$ cat src/rtl/uart_pkg.sv
// uart_pkg: receiver state type and the baud divider calculation shared by rx and tx.
package uart_pkg;
  typedef enum logic [2:0] {IDLE, START, DATA, PARITY, STOP, BREAK} rx_state_t;
  function automatic int baud_div(real clk_freq, real baudrate, int oversample);
    return int'(clk_freq / (baudrate * oversample));
  endfunction
endpackage

$ cat src/rtl/uart_rx_if.sv
// uart_rx_if: serial input plus received byte, strobes and busy flag of the receiver.
interface uart_rx_if #(parameter int DATA_BITS = 8);
  logic                 rx;
  logic [DATA_BITS-1:0] rx_data;
  logic                 rx_done_tick;
  logic                 frame_err;
  logic                 parity_err;
  logic                 rx_busy;
  modport master (output rx, input rx_data, rx_done_tick, frame_err, parity_err, rx_busy);
  modport slave  (input rx, output rx_data, rx_done_tick, frame_err, parity_err, rx_busy);
endinterface

$ cat src/rtl/uart_rx_baud_gen.sv
// baud_gen: free-running divider, one-cycle tick every DIV clocks.
module baud_gen #(
  parameter int DIV = 54
) (
  input  logic clk,
  input  logic reset_n,
  output logic tick
);
  localparam int W = $clog2(DIV + 1);
  logic [W-1:0] cnt;
  assign tick = cnt == W'(DIV - 1);
  always_ff @(posedge clk or negedge reset_n)
    if (!reset_n) cnt <= '0;
    else cnt <= tick ? '0 : cnt + 1'b1;
endmodule

$ cat src/rtl/uart_rx.sv
// uart_rx: oversampling 8N1 receiver; define UART_RX_PARITY_EN for 8E1 frames with even parity check.
module uart_rx
  import uart_pkg::*;
#(
  parameter real CLK_FREQ   = 100_000_000.0,
  parameter real BAUDRATE   = 115_200.0,
  parameter int  OVERSAMPLE = 16,
  parameter int  DATA_BITS  = 8
) (
  input logic      clk,
  input logic      reset_n,
  uart_rx_if.slave bus
);
  localparam int DIV = baud_div(CLK_FREQ, BAUDRATE, OVERSAMPLE);
  localparam int SW  = $clog2(OVERSAMPLE);
  localparam int NW  = $clog2(DATA_BITS + 1);
  rx_state_t state_q, state_d;
  logic [SW-1:0] s_q, s_d;
  logic [NW-1:0] n_q, n_d;
  logic [DATA_BITS-1:0] sh_q, sh_d, data_q, data_d;
  logic done_q, done_d, ferr_q, ferr_d, perr_q, perr_d;
  logic rx_m, rx_s, tick, last_s, half_s, par_bad;
`ifdef UART_RX_PARITY_EN
  logic par_q, par_d;
  localparam rx_state_t AFTER_DATA = PARITY;
  assign par_bad = par_q ^ (^sh_q);
`else
  localparam rx_state_t AFTER_DATA = STOP;
  assign par_bad = 1'b0;
`endif
  baud_gen #(.DIV(DIV)) u_baud (.clk(clk), .reset_n(reset_n), .tick(tick));
  assign last_s = s_q == SW'(OVERSAMPLE - 1);
  assign half_s = s_q == SW'(OVERSAMPLE / 2 - 1);
  assign bus.rx_data      = data_q;
  assign bus.rx_done_tick = done_q;
  assign bus.frame_err    = ferr_q;
  assign bus.parity_err   = perr_q;
  assign bus.rx_busy      = state_q != IDLE;
  always_comb begin
    state_d = state_q;
    s_d     = s_q;
    n_d     = n_q;
    sh_d    = sh_q;
    data_d  = data_q;
    done_d  = 1'b0;
    ferr_d  = 1'b0;
    perr_d  = 1'b0;
`ifdef UART_RX_PARITY_EN
    par_d   = par_q;
`endif
    case (state_q)
      IDLE: begin
        state_d = rx_s ? IDLE : START;
        s_d     = '0;
      end
      START: if (tick) begin
        state_d = half_s ? (rx_s ? IDLE : DATA) : START;
        s_d     = half_s ? '0 : s_q + 1'b1;
        n_d     = '0;
      end
      DATA: if (tick) begin
        s_d = last_s ? '0 : s_q + 1'b1;
        if (last_s) begin
          sh_d    = {rx_s, sh_q[DATA_BITS-1:1]};
          n_d     = n_q + 1'b1;
          state_d = (n_q == NW'(DATA_BITS - 1)) ? AFTER_DATA : DATA;
        end
      end
`ifdef UART_RX_PARITY_EN
      PARITY: if (tick) begin
        s_d     = last_s ? '0 : s_q + 1'b1;
        par_d   = last_s ? rx_s : par_q;
        state_d = last_s ? STOP : PARITY;
      end
`endif
      STOP: if (tick) begin
        s_d = last_s ? '0 : s_q + 1'b1;
        if (last_s) begin
          state_d = rx_s ? IDLE : BREAK;
          done_d  = rx_s & ~par_bad;
          data_d  = (rx_s & ~par_bad) ? sh_q : data_q;
          ferr_d  = ~rx_s;
          perr_d  = par_bad;
        end
      end
      BREAK: state_d = rx_s ? IDLE : BREAK;
      default: state_d = IDLE;
    endcase
  end
  always_ff @(posedge clk or negedge reset_n)
    if (!reset_n) begin
      rx_m    <= 1'b1;
      rx_s    <= 1'b1;
      state_q <= IDLE;
      s_q     <= '0;
      n_q     <= '0;
      sh_q    <= '0;
      data_q  <= '0;
      done_q  <= 1'b0;
      ferr_q  <= 1'b0;
      perr_q  <= 1'b0;
`ifdef UART_RX_PARITY_EN
      par_q   <= 1'b0;
`endif
    end else begin
      rx_m    <= bus.rx;
      rx_s    <= rx_m;
      state_q <= state_d;
      s_q     <= s_d;
      n_q     <= n_d;
      sh_q    <= sh_d;
      data_q  <= data_d;
      done_q  <= done_d;
      ferr_q  <= ferr_d;
      perr_q  <= perr_d;
`ifdef UART_RX_PARITY_EN
      par_q   <= par_d;
`endif
    end
endmodule
$ cat src/flat_wrapper.sv
// flat-port wrapper written by rule: the top's interface ports become plain ports
module uart_rx_flat import uart_pkg::*;
#(
  parameter real CLK_FREQ   = 100_000_000.0,
  parameter real BAUDRATE   = 115_200.0,
  parameter int  OVERSAMPLE = 16,
  parameter int  DATA_BITS  = 8
)
  (clk, reset_n, bus_rx, bus_rx_data, bus_rx_done_tick, bus_frame_err, bus_parity_err, bus_rx_busy);
  uart_rx_if #(.DATA_BITS(DATA_BITS)) bus_i ();
  input logic clk;
  input logic reset_n;
  input wire logic [$bits(bus_i.rx)-1:0] bus_rx;
  output wire logic [$bits(bus_i.rx_data)-1:0] bus_rx_data;
  output wire logic [$bits(bus_i.rx_done_tick)-1:0] bus_rx_done_tick;
  output wire logic [$bits(bus_i.frame_err)-1:0] bus_frame_err;
  output wire logic [$bits(bus_i.parity_err)-1:0] bus_parity_err;
  output wire logic [$bits(bus_i.rx_busy)-1:0] bus_rx_busy;
  assign bus_i.rx = bus_rx;
  assign bus_rx_data = bus_i.rx_data;
  assign bus_rx_done_tick = bus_i.rx_done_tick;
  assign bus_frame_err = bus_i.frame_err;
  assign bus_parity_err = bus_i.parity_err;
  assign bus_rx_busy = bus_i.rx_busy;
  uart_rx #(.CLK_FREQ(CLK_FREQ), .BAUDRATE(BAUDRATE), .OVERSAMPLE(OVERSAMPLE), .DATA_BITS(DATA_BITS)) u_core (.clk(clk), .reset_n(reset_n), .bus(bus_i));
endmodule
$ cat config.mk
export PLATFORM = sky130hd
export DESIGN_NAME = uart_rx_flat
export DESIGN_NICKNAME = d
export VERILOG_FILES = /design/src/rtl/uart_pkg.sv /design/src/rtl/uart_rx_if.sv /design/src/rtl/uart_rx_baud_gen.sv /design/src/rtl/uart_rx.sv /design/src/flat_wrapper.sv
export SDC_FILE = /design/constraint.sdc
export NUM_CORES = 1
export LEC_CHECK = 0
export ABC_CLOCK_PERIOD_IN_PS = 2350
export CAP_MARGIN = 25
export CORE_UTILIZATION = 57
export DETAILED_ROUTE_END_ITERATION = 8
export HOLD_SLACK_MARGIN = 0.03
export MAX_ROUTING_LAYER = met4
export PLACE_DENSITY = 0.79
export SYNTH_ARGS = -nofsm -noshare
export SYNTH_HDL_FRONTEND = slang
export SYNTH_SLANG_ARGS = --single-unit
$ cat constraint.sdc
create_clock -name clk -period 2.35 [get_ports clk]
set_input_delay 0.47 -clock clk [delete_from_list [all_inputs] [get_ports clk]]
set_output_delay 0.47 -clock clk [all_outputs]
set_load 0.01 [all_outputs]
# --- Word level (Yosys, flattened, before mapping) ---
# Cells that the tools add are included.
totals:
  reg_bits: 37
  latchBits: 0
  ram_bits: 0
  rom_bits: 0
  in_bits: 3
  output_inout_bits: 12
  wordCells: 65
  n_memories: 0
classes:
  add_sub_neg: 3
  n_mul: 0
  div_mod_pow: 0
  magnitude_cmp: 0
  n_eq_ne: 14
  shifts: 0
  muxes: 27
  bitwise: 1
  n_reduce_logical: 10
ops:
  columns: ["op", "n"]
  rows:
  - ["$mux W4", 7]
  - ["$mux W3", 8]
  - ["$pmux W3 S5", 1]
  - ["$pmux W4 S3", 1]
  - ["$add A4 B1 Y4 const B", 2]
  - ["$eq A4 B3 Y1 const B", 2]
  - ["$pmux W4 S2", 1]
  - ["$reduce_and A4 Y1", 2]
  - ["$mux W1", 7]
  - ["$add A6 B1 Y6 const B", 1]
  - ["$eq A3 B3 Y1 const B", 2]
  - ["$eq A6 B6 Y1 const B", 1]
  - ["$mux W6", 1]
  - ["$ne A2 B1 Y1 const B", 3]
  - ["$ne A2 B2 Y1 const B", 3]
  - ["$reduce_and A3 Y1", 2]
  - ["$reduce_bool A3 Y1", 2]
  - ["$reduce_and A5 Y1", 1]
  - ["$eq A4 B4 Y1 const B", 1]
  - ["$eq A3 B1 Y1 const B", 1]
  - ["$eq A3 B2 Y1 const B", 1]
  - ["$logic_not A3 Y1", 1]
  - ["$mux W2", 1]
  - ["$reduce_bool A2 Y1", 1]
  - ["2 further kinds", 2]

# --- Logic depth before layout (Yosys ltp) ---
depth:
  depth_word: 5
  ltp_mapped: 7
  depth_no_buf: 6

# --- Hierarchy ---
# Synthesis repeated with hierarchy kept, for this count alone.
unflattened:
  hier_cells: 155
  area_unflattened_um2: 1771.7
by_module_without_submodules:
  columns: ["mod", "n_inst", "cells_each", "area_each_um2", "seq_area_each_um2"]
  rows:
  - ["uart_rx", 1, 127, 1492.7, 778.2]
  - ["baud_gen", 1, 28, 279.0, 150.1]

# --- Worst setup path after synthesis ---
# Ideal clock, no wire load.
synth_path:
  path_kind: "register to register"
  start: "register u_core.s_q[0]"
  end: "register u_core.sh_q[0]"
  arrival_ns: 1.735
  required_time_ns: 2.225
  setup_slack_ns: 0.490
  stages_incl_launch_ff: 8
  n_path_buf: 2
  path_cell_list: "dfrtp_1 > ha_1 > and3_2 > buf_6 > nand3_4 > or3_1 > buf_6 > mux2_4"
synth_via:
  elab_chain_cells: 2
synth_rtl:
  columns: ["item", "line", "text"]
  rows:
  - ["start: declaration", "uart_rx.sv:18", "logic [SW-1:0] s_q, s_d;"]
  - ["start signal: assignment", "uart_rx.sv:95", "s_q <= '0;"]
  - ["start signal: assignment", "uart_rx.sv:109", "s_q <= s_d;"]
  - ["$eq A4 B4 Y1", "uart_rx.sv:32", "assign last_s = s_q == SW'(OVERSAMPLE - 1);"]
  - ["$reduce_and A3 Y1 (no line)", null, null]
  - ["end signal: assignment", "uart_rx.sv:97", "sh_q <= '0;"]
  - ["end signal: assignment", "uart_rx.sv:111", "sh_q <= sh_d;"]
  - ["end: declaration", "uart_rx.sv:20", "logic [DATA_BITS-1:0] sh_q, sh_d, data_q, data_d;"]
# No other way between the ends.
# A chain may end at the register's enable or synchronous reset.

# --- Final worst setup path ---
layout_path:
  start: "register u_core.state_q[1]"
  end: "output bus_rx_busy"
layout_via:
  elab_chain_cells: 1
layout_rtl:
  columns: ["item", "line", "text"]
  rows:
  - ["start: declaration", "uart_rx.sv:17", "rx_state_t state_q, state_d;"]
  - ["start signal: assignment", "uart_rx.sv:108", "state_q <= state_d;"]
  - ["$reduce_bool A3 Y1", "uart_rx.sv:38", "assign bus.rx_busy = state_q != IDLE;"]
  - ["end: declaration", "flat_wrapper.sv:18", "output wire logic [$bits(bus_i.rx_busy)-1:0] bus_rx_busy;"]
# No other way between the ends.

==> metrics.txt <==
Peak supply drop=0.431 mV; largest net degree at the start of global routing=38; share of layout cells above drive strength 1=19.9%; min Tclk post-route=2240 ps; Slew headroom=between 40% and 50%; Max Clk Rate=approximately 450 MHz; Max Cap Viol=0; DP HPWL=2.37 mm; combined buffer and inverter count along the critical path=1; CTS Sinks=37; Seq/Total Area, Yosys=51.0%; Startpoint Class=flip-flop; via count=between 1000 and 1500; Num CTS Buffers=5; initial DRC count=between 60 and 70; cell family with most CP delay=flip-flops; CTS tree=yes; final core occ=between 60% and 70%; PwrDens=484 mW/mm^2; Worst EP required=1880 ps; Die Area=roughly 0.0034 mm^2; drt first pass iters=4; Clock transition at path regs=roughly 110 ps; vias in the first global route=approximately 1200; Net Count, Synth=167; Initial Utilization=~60%; mean number of vias per cell=around 5.8; Row Count=20; clock latency on the worst-skew pair=approximately 350 ps; FFs w/ async S/R, synth=between 90% and 100%; Mapped Cells=between 150 and 200; hold crit path type=input port to asynchronous set/reset pin; routability-driven placement congestion ratio=about 0.9; CP max stage delay=510 ps; area of the core=0.00305 mm^2; nets@finish=~180; Leakage=approximately 0.9 nW; I/O pins=15; die height=between 50 and 60 um; wire length per cell=~15 um; Max Clock Skew=11.3 ps; crit path kind=flip-flop to output pin; gr ovfl total=0; Total GRT Usage=between 20% and 30%; Horiz. Die Dim=just under 60 um; RSZ-0062 raised after global routing=false; Yosys warning count=0; I/O Buffers=13; Setup Viol. Count Final=0; Max Slew Vio Count=0; register bit total from synthesis=37; ant diodes=0; Critical Path End Type=output pin; CP Cell Sequence=or3_1 -> clkdlybuf4s50_1; H-tree depth=2; post-synthesis cell area=between 0.0015 and 0.002 mm^2; Data arrival, critical path=roughly 1800 ps; first-pass GRT wire length=about 5.8 mm; slowest cell on the critical path=dfrtp_2; DRT Wirelength=around 3.3 mm; Mean Syn Cell Area=~11 um^2; Netlist cell types=49; actual slew at the worst max-slew pin=801 ps; root buf cell=clkbuf_4; fill count=around 240; CP max FO=14; Setup TNS Final=0 ps; Most used DFF post-synth=dfrtp_1; antenna viol nets, final=0; initial antenna violation count=0; status=finished clean; Hold Violations, Final=0; clk buf depth=2; Area Overhead vs Synth=11.4%; DRC=0; number of synthesized flops with an enable pin=0; Tcrit/Tclk final=95.2%
[final cells by class]
| cell class | count | area (um^2) | area share, % |
|---|---|---|---|
| clock buffer | 7 | 45.0 | 2.22 |
| clock inverter | 1 | 8.76 | 0.432 |
| inverter | 7 | 26.3 | 1.29 |
| multi-input combinational | 108 | 817 | 40.3 |
| sequential | 37 | 930 | 45.8 |
| tap | 44 | 55.1 | 2.71 |
| timing repair buffer | 16 | 148 | 7.27 |
[power by group]
part / total (mW) / switching, mW / internal [mW]
logic: 0.0146 / 0.0125 / 0.00210
clock network: 0.326 / 0.206 / 0.120
registers: 0.642 / 0.00201 / 0.640
[state kept, by name, summed over array words and instances (netlist names)]
register                 count
u_core.bus.rx_data           8
u_core.sh_q                  8
u_core.u_baud.cnt            6
u_core.n_q                   4
u_core.s_q                   4
u_core.state_q               3
u_core.bus.frame_err         1
u_core.bus.rx_done_tick      1
u_core.rx_m                  1
u_core.rx_s                  1
[cells in the mapped netlist, drive strengths merged, types with 2 or more instances]
library cell  instances  area, um^2
o21bai                2        15.0
o21ai                11        55.1
nand2                 7        26.3
nor4                  2        12.5
and3b                 2        20.0
dfrtp                35         876
nand3                 8        52.6
o31a                  2        17.5
nand2b                2        12.5
o2bb2a                2        20.0
ha                    4        50.1
or3                   2        12.5
clkbuf                4        15.0
a31oi                 2        12.5
inv                   7        26.3
mux2i                 2        20.0
and3                  2        13.8
xor2                  2        17.5
mux2                 16         210
dfstp                 2        52.6
o211ai                2        15.0
buf                   4        35.0
nor2                 14        52.6
nor3                  5        30.0
[cells in the final DEF (no fill, tap or decap), drive strengths merged, types with 5 or more instances in the layout]
cell,count
mux2,16
clkdlybuf4s50,12
nor3,5
inv,7
nand3,8
dfrtp,35
o21ai,11
clkbuf,7
nand2,7
nor2,14
[layer usage]
metal	vias up	GRT usage, %	wire, um
met3	5	4.84	131
met2	32	35.3	1610
li1	606	-	-
met4	0	10.5	37
met5	-	-	0
met1	627	31.0	1530
[worst paths after layout]
| path | from | end | slack (ps) | cells after the start |
|---|---|---|---|---|
| setup / recovery | u_core.state_q[1]$_DFFE_PN0P_ | bus_rx_busy | 110 | 2 |
| hold / removal | reset_n | u_core.s_q[1]$_DFFE_PN0P_ | 200 | 1 |
| setup reg to reg | u_core.u_baud.cnt[1]$_DFF_PN0_ | u_core.sh_q[6]$_DFFE_PN0P_ | 170 | 6 |
| hold reg to reg | u_core.rx_m$_DFF_PN1_ | u_core.rx_s$_DFF_PN1_ | 360 | 0 |
| max in group asynchronous | reset_n | u_core.state_q[1]$_DFFE_PN0P_ | 1590 | 1 |
| min in group clk | u_core.rx_m$_DFF_PN1_ | u_core.rx_s$_DFF_PN1_ | 360 | 0 |
[what timing repair did]
item                                    in CTS  in global routing
setup buffers                                0                  0
hold buffers                                 0                  0
endpoints found under the setup margin       0                  1
gates resized for setup                      0                  1
[kinds of logic (layout without fill, tap and decap cells)]
| kind of cell | after synthesis | in the layout | synth area share, % |
|---|---|---|---|
| simple gates | 49 | 49 | 14.7 |
| flops | 37 | 37 | 51.0 |
| compound gates | 33 | 33 | 13.1 |
| mux | 18 | 18 | 12.6 |
| buf+inv | 15 | 31 | 4.19 |
| fa+ha+maj | 4 | 4 | 2.75 |
| xor+xnor | 3 | 3 | 1.44 |
| other cells | 1 | 1 | 0.206 |
[metrics by stage]
step | hold WS [ps] | area, um^2 | power [mW] | worst slack (ps) | cells
6_report | 200 | 2030 | 0.982 | 112 | 220
5_1_grt | 262 | 2030 | 1.03 | 66.8 | 220
4_1_cts | 221 | 2030 | 0.995 | 53.0 | 220
3_5_place_dp | 349 | 1970 | 0.669 | 208 | 212
3_3_place_gp | 347 | 1970 | 0.669 | 294 | 212
2_1_floorplan | 174 | 1820 | 0.655 | 490 | 160
No activity file was read; power rests on OpenSTA's default activity.
